<file path="config.mk">
export PLATFORM = sky130hd
export DESIGN_NAME = clb_cfg_loader
export DESIGN_NICKNAME = d
export VERILOG_FILES = /design/src/rtl/clb_cfg_loader.sv
export SDC_FILE = /design/constraint.sdc
export NUM_CORES = 1
export LEC_CHECK = 0
export ABC_AREA = 1
export BUFFER_PORTS_ARGS = -buffer_cell sky130_fd_sc_hd__buf_4
export CAP_MARGIN = 40
export CORE_MARGIN = 4
export CORE_UTILIZATION = 60
export CTS_BUF_LIST = sky130_fd_sc_hd__clkbuf_8
export DETAILED_ROUTE_END_ITERATION = 6
export PLACE_DENSITY = 0.83
export SYNTH_ARGS = -nofsm -noshare
export SYNTH_HDL_FRONTEND = slang
export SYNTH_SLANG_ARGS = --single-unit
export TNS_END_PERCENT = 50
</file>
<file path="constraint.sdc">
create_clock -name K -period 3.45 [get_ports K]
set_clock_uncertainty 0.2 [all_clocks]
set_input_delay 0 -clock K [delete_from_list [all_inputs] [get_ports K]]
set_output_delay 0 -clock K [all_outputs]
set_load 0.05 [all_outputs]
</file>
<file path="src/rtl/clb_cfg_loader.sv">
// Serial CLB configuration loader: preamble hunt, CFG_W-bit frame plus even parity, atomic commit.
// Optional readback shifter enabled by defining CLB_CFG_READBACK_EN.
//
// state     | meaning
// ----------+---------------------------------------------------------
// ST_IDLE   | hunting for the preamble in the valid bit stream
// ST_LOAD   | shifting payload bits into the shadow register
// ST_PARITY | next valid bit is the parity; commit or flag an error
module clb_cfg_loader #(
  parameter int          CFG_W    = 37,
  parameter logic [7:0]  PREAMBLE = 8'hF2
) (
  input  logic             K,
  input  logic             RSTN,
  input  logic             DIN,
  input  logic             DIN_VALID,
  output logic [CFG_W-1:0] CFG,
  output logic             CFG_VALID,
  output logic             DONE,
  output logic             ERR,
  output logic             BUSY,
  input  logic             RB_REQ,
  output logic             DOUT,
  output logic             DOUT_VALID
);

  localparam int CNT_W = $clog2(CFG_W);

  // Power-on CLB settings: mem 0116, S/clk/R sel 10, o2m_1 111, everything else 0.
  localparam logic [CFG_W-1:0] CFG_DEFAULT = CFG_W'({16'h0116, 2'b00, 2'b10, 2'b10, 2'b10,
                                                     2'b00, 2'b00, 3'b000, 3'b111, 2'b00, 1'b0});

  typedef enum logic [1:0] {
    ST_IDLE   = 2'd0,
    ST_LOAD   = 2'd1,
    ST_PARITY = 2'd2
  } state_t;

  state_t           state;
  logic [7:0]       hunt;
  logic [CFG_W-1:0] shadow;
  logic [CNT_W-1:0] bit_cnt;
  logic [7:0]       hunt_next;

  assign hunt_next = {hunt[6:0], DIN};

  always_ff @(posedge K) begin
    if (!RSTN) begin
      state     <= ST_IDLE;
      hunt      <= '0;
      shadow    <= '0;
      bit_cnt   <= '0;
      CFG       <= CFG_DEFAULT;
      CFG_VALID <= 1'b0;
      DONE      <= 1'b0;
      ERR       <= 1'b0;
      BUSY      <= 1'b0;
    end else begin
      DONE <= 1'b0;
      if (DIN_VALID) begin
        case (state)
          ST_IDLE: begin
            hunt <= hunt_next;
            if (hunt_next == PREAMBLE) begin
              state   <= ST_LOAD;
              bit_cnt <= CNT_W'(CFG_W - 1);
              BUSY    <= 1'b1;
            end
          end
          ST_LOAD: begin
            // Down-counter terminal count marks the last payload bit.
            shadow <= {shadow[CFG_W-2:0], DIN};
            if (bit_cnt == '0) begin
              state <= ST_PARITY;
            end else begin
              bit_cnt <= bit_cnt - 1'b1;
            end
          end
          ST_PARITY: begin
            if ((^shadow ^ DIN) == 1'b0) begin
              CFG       <= shadow;
              CFG_VALID <= 1'b1;
              DONE      <= 1'b1;
              ERR       <= 1'b0;
            end else begin
              ERR <= 1'b1;
            end
            state <= ST_IDLE;
            hunt  <= '0;
            BUSY  <= 1'b0;
          end
          default: begin
            state <= ST_IDLE;
            hunt  <= '0;
            BUSY  <= 1'b0;
          end
        endcase
      end
    end
  end

`ifdef CLB_CFG_READBACK_EN
  logic             rb_active;
  logic [CFG_W-1:0] rb_sh;
  logic [CNT_W-1:0] rb_cnt;

  // The snapshot is taken from the committed register, so a commit on the
  // same edge or later never disturbs a readback in flight.
  always_ff @(posedge K) begin
    if (!RSTN) begin
      rb_active  <= 1'b0;
      rb_sh      <= '0;
      rb_cnt     <= '0;
      DOUT       <= 1'b0;
      DOUT_VALID <= 1'b0;
    end else if (!rb_active) begin
      if (RB_REQ) begin
        rb_active  <= 1'b1;
        rb_sh      <= {CFG[CFG_W-2:0], 1'b0};
        rb_cnt     <= CNT_W'(CFG_W - 1);
        DOUT       <= CFG[CFG_W-1];
        DOUT_VALID <= 1'b1;
      end
    end else if (rb_cnt == '0) begin
      rb_active  <= 1'b0;
      DOUT       <= 1'b0;
      DOUT_VALID <= 1'b0;
    end else begin
      rb_sh  <= {rb_sh[CFG_W-2:0], 1'b0};
      rb_cnt <= rb_cnt - 1'b1;
      DOUT   <= rb_sh[CFG_W-1];
    end
  end
`else
  // RB_REQ has no function without readback; the AND keeps the port referenced.
  assign DOUT       = RB_REQ & 1'b0;
  assign DOUT_VALID = 1'b0;
`endif

endmodule
</file>
# [Word level (Yosys, flattened, before mapping)]
# Cells that the tools add are included.
[totals] reg_bits=93 wordCells=42 output_inout_bits=43
[classes] bitwise_logic=3 muxes=11 addsub=1 reduce_logical=12 eq_ne=6
[ops] cell="37-bit XOR reduction" n=1
[ops] cell="7-bit case mux with 2 select lines" n=1
[ops] cell="6-bit two-way mux" n=2
[ops] cell="6-bit case mux with 2 select lines" n=1
[ops] cell="3-bit AND reduction" n=4
[ops] cell="8-bit == test, second input constant" n=1
[ops] cell="6-bit zero test" n=1
[ops] cell="2-bit != test, second input constant" n=3
[ops] cell="2-bit AND reduction" n=3
[ops] cell="6-bit by 1-bit subtractor with 6-bit output, second input constant" n=1
[ops] cell="2-bit two-way mux" n=2
[ops] cell="2-bit case mux with 2 select lines" n=1
[ops] cell="4-bit AND reduction" n=1
[ops] cell="1-bit two-way mux" n=3
[ops] cell="2-bit by 1-bit == test with 1-bit output, second input constant" n=1
[ops] cell="2-bit == test, second input constant" n=1
[ops] cell="2-bit zero test" n=1
[ops] cell="1-bit inverter" n=2
[ops] cell="1-bit case mux with 2 select lines" n=1
[ops] cell="2-bit nonzero test" n=1
[ops] cell="1-bit XOR" n=1

# [Longest topological paths before layout]
# Gate-level depths: netlist of run 1.
[logic_depth] ltp_word=4 ltp_mapped=18 ltp_nobuf=17

# [Worst setup path before layout of run 1]
# Ideal clock, no wire load.
[synth_timing] path_type="register -> register" from="register shadow[13]" to="register CFG[23]" stages_incl_launch_ff=19 path_buffers=2 setup_slack_ps=1621 t_arrival_ps=1496 setup_time_ps=134 path_cell_list="dfxtp_1 inv_1 nand2_1 nand2_1 nand2_1 nand2_1 clkinv_1 nand2_1 nand2_1 nand2_1 nand2_1 nand2_1 nand2_1 nand2_1 nand2_2 buf_6 buf_8 nand3_1 nand3_1"
[synth_between] elab_chain_cells=4
[synth_rtl] item="start, declared" line="41" rtl="logic [CFG_W-1:0] shadow;"
[synth_rtl] item="start signal, assigned" line="72" rtl="shadow <= {shadow[CFG_W-2:0], DIN};"
[synth_rtl] item="37-bit XOR reduction" line="80" rtl="if ((^shadow ^ DIN) == 1'b0) begin"
[synth_rtl] item="1-bit XOR" line="80"
[synth_rtl] item="1-bit inverter (no line)"
[synth_rtl] item="3-bit AND reduction (no line)"
[synth_rtl] item="end signal, assigned" line="81" rtl="CFG <= shadow;"
[synth_rtl] item="end, declared" line="17" rtl="output logic [CFG_W-1:0] CFG,"
# No other way between the ends.
# A chain may end at the register's enable or synchronous reset.

# [Worst setup path after layout of run 1]
[layout_timing] from="register shadow[10]" to="register CFG[26]"
# The elaborated chain is that of the path after synthesis.

==> results.py, run 1 <==
metrics = {
    "route": {
        "postRouteAntennaNets": 0,
        "routed_wl_um": 9280,
        "wl_per_cell_um": 12.1,
        "via_per_inst": 5.26,
        "drt_first_pass_iters": 6,
        "drtIter0Drc": 305,
        "num_vias": 4044,
        "drc": 0,
    },
    "setup_path": {
        "reg2reg_to": "CFG[26]",
        "cp_slowest_cell": "dfxtp_1",
        "r2r_slack_ps": 1070,
        "crit_fanout": 23,
        "cp_top_family": "simple AND/OR/NAND/NOR gates",
        "worstPathCellList": "inv_1, nand2_1, nand2_1, nand2_1, nand2_1, nand2_1, nand2_1, nand2_1, nand2_1, nand2_1, nand2_1, nand2_1, nand2_2, nand2_2, buf_4, nand3_1, nand2_1",
        "required_ps": 3550,
        "start_kind": "flip-flop",
        "cp_num_buf_inv": 2,
        "r2r_start": "shadow[10]",
        "r2r_cells": 17,
        "max_stage_delay_ps": 410,
        "arrival_ps": 2480,
        "critPathKind": "flip-flop to flip-flop",
        "path_common_cell": "nand2_1",
        "worst_setup_path_end_kind": "flip-flop",
    },
    "clock_network": {
        "htree_levels": 3,
        "insertion_delay_ps": 360,
        "cts-buffers-inserted": 9,
        "post_cts.repair.setup_buffers": 0,
        "cts-root-buf": "clkbuf_8",
        "cts_resized": 0,
        "numClockSinks": 93,
        "clock_path_buffers": 2,
        "clk_pin_slew_ps": 90,
        "tritoncts": "built",
    },
    "sta": {
        "period_share": 0.691,
        "fin_setup_tns_ps": 0,
        "drv_slew": 0,
        "hold_violations": 0,
        "fin_crit_ps": 2380,
        "rsz0062_at_grt": "no",
        "setup_viol_count_final": 0,
        "holdWs_ps": 35.4,
        "timing.fmax_ghz": 0.419,
        "worstMarginPinSlew_ps": 688,
        "relSlewSlack": 0.542,
    },
    "synthesis": {
        "ys.flop_type": "dfxtp_1",
        "postSynthRegisterBits": 93,
        "synth.largest_area_cell": "dfxtp_1",
        "synth.avg_cell_area_um2": 6.74,
        "yosysTopAreaCellShare": 0.437,
        "ys_types": 27,
        "synth-seq-area-share": 0.437,
        "synth-edff-count": 0,
        "ys_warn_count": 0,
        "syn-cell-area_mm2": 0.00426,
        "syn_inst": 632,
        "ys_async_sr_fraction": 0,
        "synth_area_leaders": "dfxtp_1 44%, nand2_1 22%, nand3_1 10%",
    },
    "min_path": {
        "min_to": "DONE",
        "min_path_type": "primary input to flip-flop",
        "min_from": "RSTN",
        "hold_depth": 3,
    },
    "grt": {
        "antenna_found_initial": 0,
        "grt_pass1_vias": 3833,
        "grt_pass1_wl_um": 16300,
        "grt_usage": 0.234,
        "gr-total-overflow": 0,
        "grt_max_degree": 75,
    },
    "die": {
        "die_h_um": 92.2,
        "row_count": 30,
        "pin_count": 48,
        "die_area_mm2": 0.00851,
        "core_mm2": 0.00683,
        "die_x_um": 92.2,
        "initial_core_util": 0.623,
    },
    "power_and_ir_drop": {
        "peakVddDrop_uv": 255,
        "power_density_mw_per_mm2": 411,
        "power.leakage_uw": 0.00227,
    },
    "final_layout": {
        "final_net_count": 676,
        "antennaDiodeCount": 0,
        "multiInputGateArea_mm2": 0.00205,
        "regArea_mm2": 0.00186,
        "finish.instance_area_mm2": 0.00489,
        "layout-drive-gt1-share": 0.116,
        "instances_no_fill": 769,
        "area.growth.synth_to_final_pct": 15.0,
        "fill_cells": 601,
    },
    "place": {
        "placed_area_mm2": 0.00462,
        "port_buffers": 44,
        "place_inst": 751,
        "place.gp.congestion": 0.820,
        "dp.final_hpwl_um": 6280,
    },
    "status": {
        "status": "finished, final reports clean",
    },
    "job": {
        "max-cap-violations": 0,
    },
}
[layout make-up]
| cell class | count | share of cell area |
|---|---|---|
| sequential | 93 | 0.380 |
| multi-input combinational | 459 | 0.419 |
| clock inverter | 4 | 0.0194 |
| clock buffer | 11 | 0.0309 |
| inverter | 50 | 0.0383 |
| timing repair buffer | 56 | 0.0874 |
| tap | 96 | 0.0245 |
[synthesized netlist by cell type (2+ instances only)]
library cell / number
dfxtp_1: 93
clkbuf_1: 17
buf_2: 4
xnor2_1: 6
ha_1: 2
buf_4: 4
buf_1: 2
inv_1: 47
inv_2: 2
buf_6: 3
nand3_1: 85
a21oi_1: 50
nand2_2: 5
xor2_1: 3
o21ai_0: 35
nor2_1: 18
nand2_1: 244
nand4_1: 3
[sequential cells by signal, indices dropped and copies added (netlist names)]
register,flops
hunt,7
shadow,37
DONE,1
CFG_VALID,1
state,2
BUSY,1
bit_cnt,6
ERR,1
CFG,37
[cells in the final DEF, fill, tap and decap left out, drive strengths merged, types with 6 or more instances in the layout]
cell type,n
a21oi,51
buf,53
clkbuf,11
dfxtp,93
inv,49
nand2,249
nand3,85
nor2,19
o21ai,36
xnor2,6
[worst register-to-register path, stage by stage (launching register included)]
cell and delay, ps:
dfxtp_1 410, inv_1 100, nand2_1 70, nand2_1 80
nand2_1 80, nand2_1 80, nand2_1 100, nand2_1 80
nand2_1 60, nand2_1 50, nand2_1 70, nand2_1 50
nand2_1 70, nand2_2 230, nand2_2 140, buf_4 260
nand3_1 110, nand2_1 90
[power by group]
part / total, µW / internal, µW / leakage (µW) / switching, µW
Sequential: 1070 / 1070 / 0.000749 / 1.04
Clock: 882 / 516 / 0.000125 / 366
Combinational: 56.6 / 14.1 / 0.00139 / 42.5
[per-stage QoR]
step                      worst slack, ps  total power, µW   util
after floorplan                      1620             1150      -
after global placement               1210             1150  0.676
after detailed placement             1100             1150  0.676
after CTS                            1060             2020  0.716
after global routing                  792             2070  0.716
final                                1070             2010  0.716
[worst max path at each step]
stage	end	cells after the start	start	slack, ps
final	CFG[26]	17	shadow[10]	1070
after global routing	CFG[24]	17	shadow[11]	790
after CTS	CFG[26]	17	shadow[10]	1060
after global placement	CFG[25]	16	shadow[30]	1210
after detailed placement	CFG[23]	16	shadow[30]	1100
after floorplan	CFG[23]	18	shadow[13]	1620
[cell families (layout without fill, tap and decap cells)]
kind of cell / after synthesis / count (layout) / share of synthesized area
AOI/OAI and AO/OA: 88 / 88 / 0.105
xor gates and xnor gates: 9 / 9 / 0.0185
adders and majority gates: 2 / 2 / 0.00588
buffers and inverters: 81 / 121 / 0.0840
DFF: 93 / 93 / 0.437
other: 1 / 2 / 0.000881
and+or+nand+nor: 358 / 358 / 0.349
[what timing repair did]
item / 4_1_cts / 5_1_grt
hold buffers: 3 / 0
setup endpoints to repair: 0 / 0
hold endpoints to repair: 21 / 0
[routing by layer]
| metal | vias up | track usage | wire length, µm |
|---|---|---|---|
| met3 | 16 | 0.0345 | 420 |
| met4 | 0 | 0.105 | 187 |
| met5 | - | 0 | 0 |
| li1 | 2080 | - | - |
| met1 | 1842 | 0.277 | 4020 |
| met2 | 106 | 0.415 | 4660 |
No activity file was read; power rests on OpenSTA's default activity.
==> run 2: changes to the inputs <==
ABC_AREA = 0   (was 1)
CORE_UTILIZATION = 54   (was 60)
PLACE_DENSITY = 0.8   (was 0.83)
clock period = 2.15 ns   (was 3.45 ns; I/O delays follow)
==> run 2 against run 1 <==
Effect of this change: the flow now finishes with violations (setup timing); register-to-register slack got worse by 1400 ps; worst setup slack worse by 1400 ps; core utilization decreased by 2.1 points; first-iteration DRC count fell by 50%; fmax shrank 4.1%; flip-flop and latch count stayed put; final cell count fell by 17%; largest power group unchanged; via count decreased by 20%; non-clock buffer count up 31; largest cell class unchanged; critical path depth down 8.
==> results.py, run 2 <==
metrics = {
    "setup_path": {
        "required_ps": 2230,
        "start_kind": "flip-flop",
        "max_stage_delay_ps": 460,
        "path_common_cell": "xnor2_1",
        "worstPathCellList": "xor2_1, xnor2_1, xnor2_1, xnor3_1, xnor2_2, nor3_4, buf_6, buf_16, mux2i_2",
        "cp_num_buf_inv": 2,
        "crit_fanout": 6,
        "arrival_ps": 2570,
        "worst_setup_path_end_kind": "flip-flop",
        "cp_slowest_cell": "xnor3_1",
        "critPathKind": "flip-flop to flip-flop",
        "cp_top_family": "XOR/XNOR gates",
    },
    "die": {
        "die_x_um": 95.2,
        "initial_core_util": 0.560,
        "pin_count": 48,
        "die_h_um": 95.2,
        "die_area_mm2": 0.00906,
        "core_mm2": 0.00733,
        "row_count": 31,
    },
    "final_layout": {
        "layout_commonest_cell": "nand2_1",
        "fill_cells": 550,
        "final_net_count": 542,
        "final_cell_mix": "132 x nand2_1, 87 x dfxtp_1, 74 x buf_4",
        "area.growth.synth_to_final_pct": 24.2,
        "finish.instance_area_mm2": 0.00510,
        "layout-drive-gt1-share": 0.206,
        "largest_registers": "CFG x37, shadow x37, hunt x7",
        "antennaDiodeCount": 0,
    },
    "sta": {
        "relSlewSlack": 0.573,
        "hold_violations": 0,
        "drv_slew": 0,
        "finalWorstSetupSlack_ps": -337,
        "timing.fmax_ghz": 0.402,
        "rsz0062_at_grt": "yes",
        "fin_crit_ps": 2490,
        "setup_viol_count_final": 40,
        "worstMarginPinSlew_ps": 634,
        "period_share": 1.16,
    },
    "place": {
        "place.gp.congestion": 0.766,
        "dp.final_hpwl_um": 5460,
        "placed_area_mm2": 0.00472,
        "port_buffers": 44,
    },
    "grt": {
        "gr-total-overflow": 0,
        "grt_max_degree": 48,
        "grt_usage": 0.196,
        "grt_pass1_wl_um": 14000,
        "antenna_found_initial": 0,
        "grt_pass1_vias": 3119,
    },
    "power_and_ir_drop": {
        "p_comb_frac": 0.033,
        "switchingPower_uw": 680,
        "p_sw_frac": 0.226,
        "p_int_uw": 2330,
        "power_density_mw_per_mm2": 590,
        "p_total_uw": 3010,
        "pwr-share-seq": 0.573,
        "peakVddDrop_uv": 396,
        "clock_power_share": 0.394,
        "power.leakage_uw": 0.00185,
    },
    "synthesis": {
        "ys_types": 32,
        "synth-edff-count": 0,
        "yosysTopAreaCellShare": 0.454,
        "ys_warn_count": 0,
        "synth-seq-area-share": 0.454,
        "postSynthRegisterBits": 93,
        "synthTopCellsByCount": "132 x nand2_1, 93 x dfxtp_1, 37 x a21boi_0, 37 x mux2i_1, 34 x xnor2_1",
        "synth_most_common_cell": "nand2_1",
        "syn-cell-area_mm2": 0.00410,
        "synth.avg_cell_area_um2": 8.80,
        "ys_async_sr_fraction": 0,
        "synth_area_leaders": "dfxtp_1 45%, nand2_1 12%, mux2i_1 9.0%",
        "synth.largest_area_cell": "dfxtp_1",
        "syn_inst": 466,
        "ys.flop_type": "dfxtp_1",
    },
    "job": {
        "max-cap-violations": 0,
    },
    "clock_network": {
        "cts-root-buf": "clkbuf_8",
        "cts-buffers-inserted": 9,
        "numClockSinks": 93,
        "insertion_delay_ps": 360,
        "tritoncts": "built",
        "clock_path_buffers": 2,
        "htree_levels": 3,
        "clk_pin_slew_ps": 90,
    },
    "status": {
        "status": "complete, but fails checks",
        "violations": "setup timing",
    },
    "route": {
        "drc": 0,
        "routed_wl_um": 8690,
        "drtIter0Drc": 152,
        "drt_first_pass_iters": 4,
        "postRouteAntennaNets": 0,
        "via_per_inst": 5.06,
        "num_vias": 3231,
        "wl_per_cell_um": 13.6,
    },
    "min_path": {
        "min_path_type": "primary input to flip-flop",
    },
}
-- run 2: layout make-up --
type / instances / area [µm²] / share of cell area
sequential: 93 / 1870 / 0.367
multi-input combinational: 335 / 2100 / 0.412
clock buffer: 10 / 138 / 0.0270
inverter: 9 / 33.8 / 0.00663
timing repair buffer: 87 / 771 / 0.151
tap: 99 / 124 / 0.0243
clock inverter: 6 / 63.8 / 0.0125
-- run 2: cell families after synthesis --
| group | count (synthesis) | synth area share |
|---|---|---|
| AOI/OAI and AO/OA | 61 | 0.105 |
| xor gates and xnor gates | 40 | 0.0887 |
| adders and majority gates | 2 | 0.00610 |
| buffers and inverters | 39 | 0.0448 |
| DFF | 93 | 0.454 |
| muxes | 37 | 0.0903 |
| other | 1 | 0.000914 |
| and+or+nand+nor | 193 | 0.211 |
-- run 2: path summary, 6_finish.rpt --
check / start / cells past startpoint / to / slack, ps
max: shadow[10] / 9 / CFG[18] / -340
min: DIN / 5 / BUSY / 20
max reg2reg: shadow[10] / 9 / CFG[18] / -340
min reg2reg: CFG[1] / 2 / CFG[1] / 260
-- run 2: metrics by stage --
stage / worst slack, ps / hold WS, ps / TNS [ps] / std cells / util
finish: -337 / 17.7 / -10790 / 639 / 0.695
global route: -414 / 38.1 / -14320 / 639 / 0.695
CTS: -294 / 5.89 / -8340 / 637 / 0.684
detailed placement: -309 / 126 / -10360 / 614 / 0.644
global placement: -108 / 110 / -3780 / 614 / 0.644
floorplan: -45.6 / -55.1 / -1580 / 467 / -
-- run 2: power by group through the flow --
stage	combinational, µW	sequential [µW]	clock (µW)
final	98.7	1720	1180
after global routing	107	1730	1280
after CTS	98.0	1720	1200
after detailed placement	92.1	1770	0
after global placement	91.0	1770	0
after floorplan	72.4	1760	0
-- run 2: what timing repair did --
item / CTS / global route
buffers inserted: 2 / 0
cloned: 1 / 2
hold buffers: 4 / 0
endpoints found under the hold margin: 35 / 0
resized for setup: 9 / 7
pin swaps: 0 / 6
endpoints found under the setup margin: 40 / 40
-- run 2: tightest hold or removal path, delay by kind of cell --
| kind | cells | cell delay (ps) |
|---|---|---|
| compound gates | 1 | 120 |
| simple gates | 3 | 310 |
| buf+inv | 1 | 110 |
-- run 2: layer usage --
layer	track usage	vias to the layer above	wire (µm)
met5	0	-	0
met4	0.0817	0	138
met3	0.0418	12	404
met2	0.338	65	4290
met1	0.235	1510	3860
li1	-	1644	-
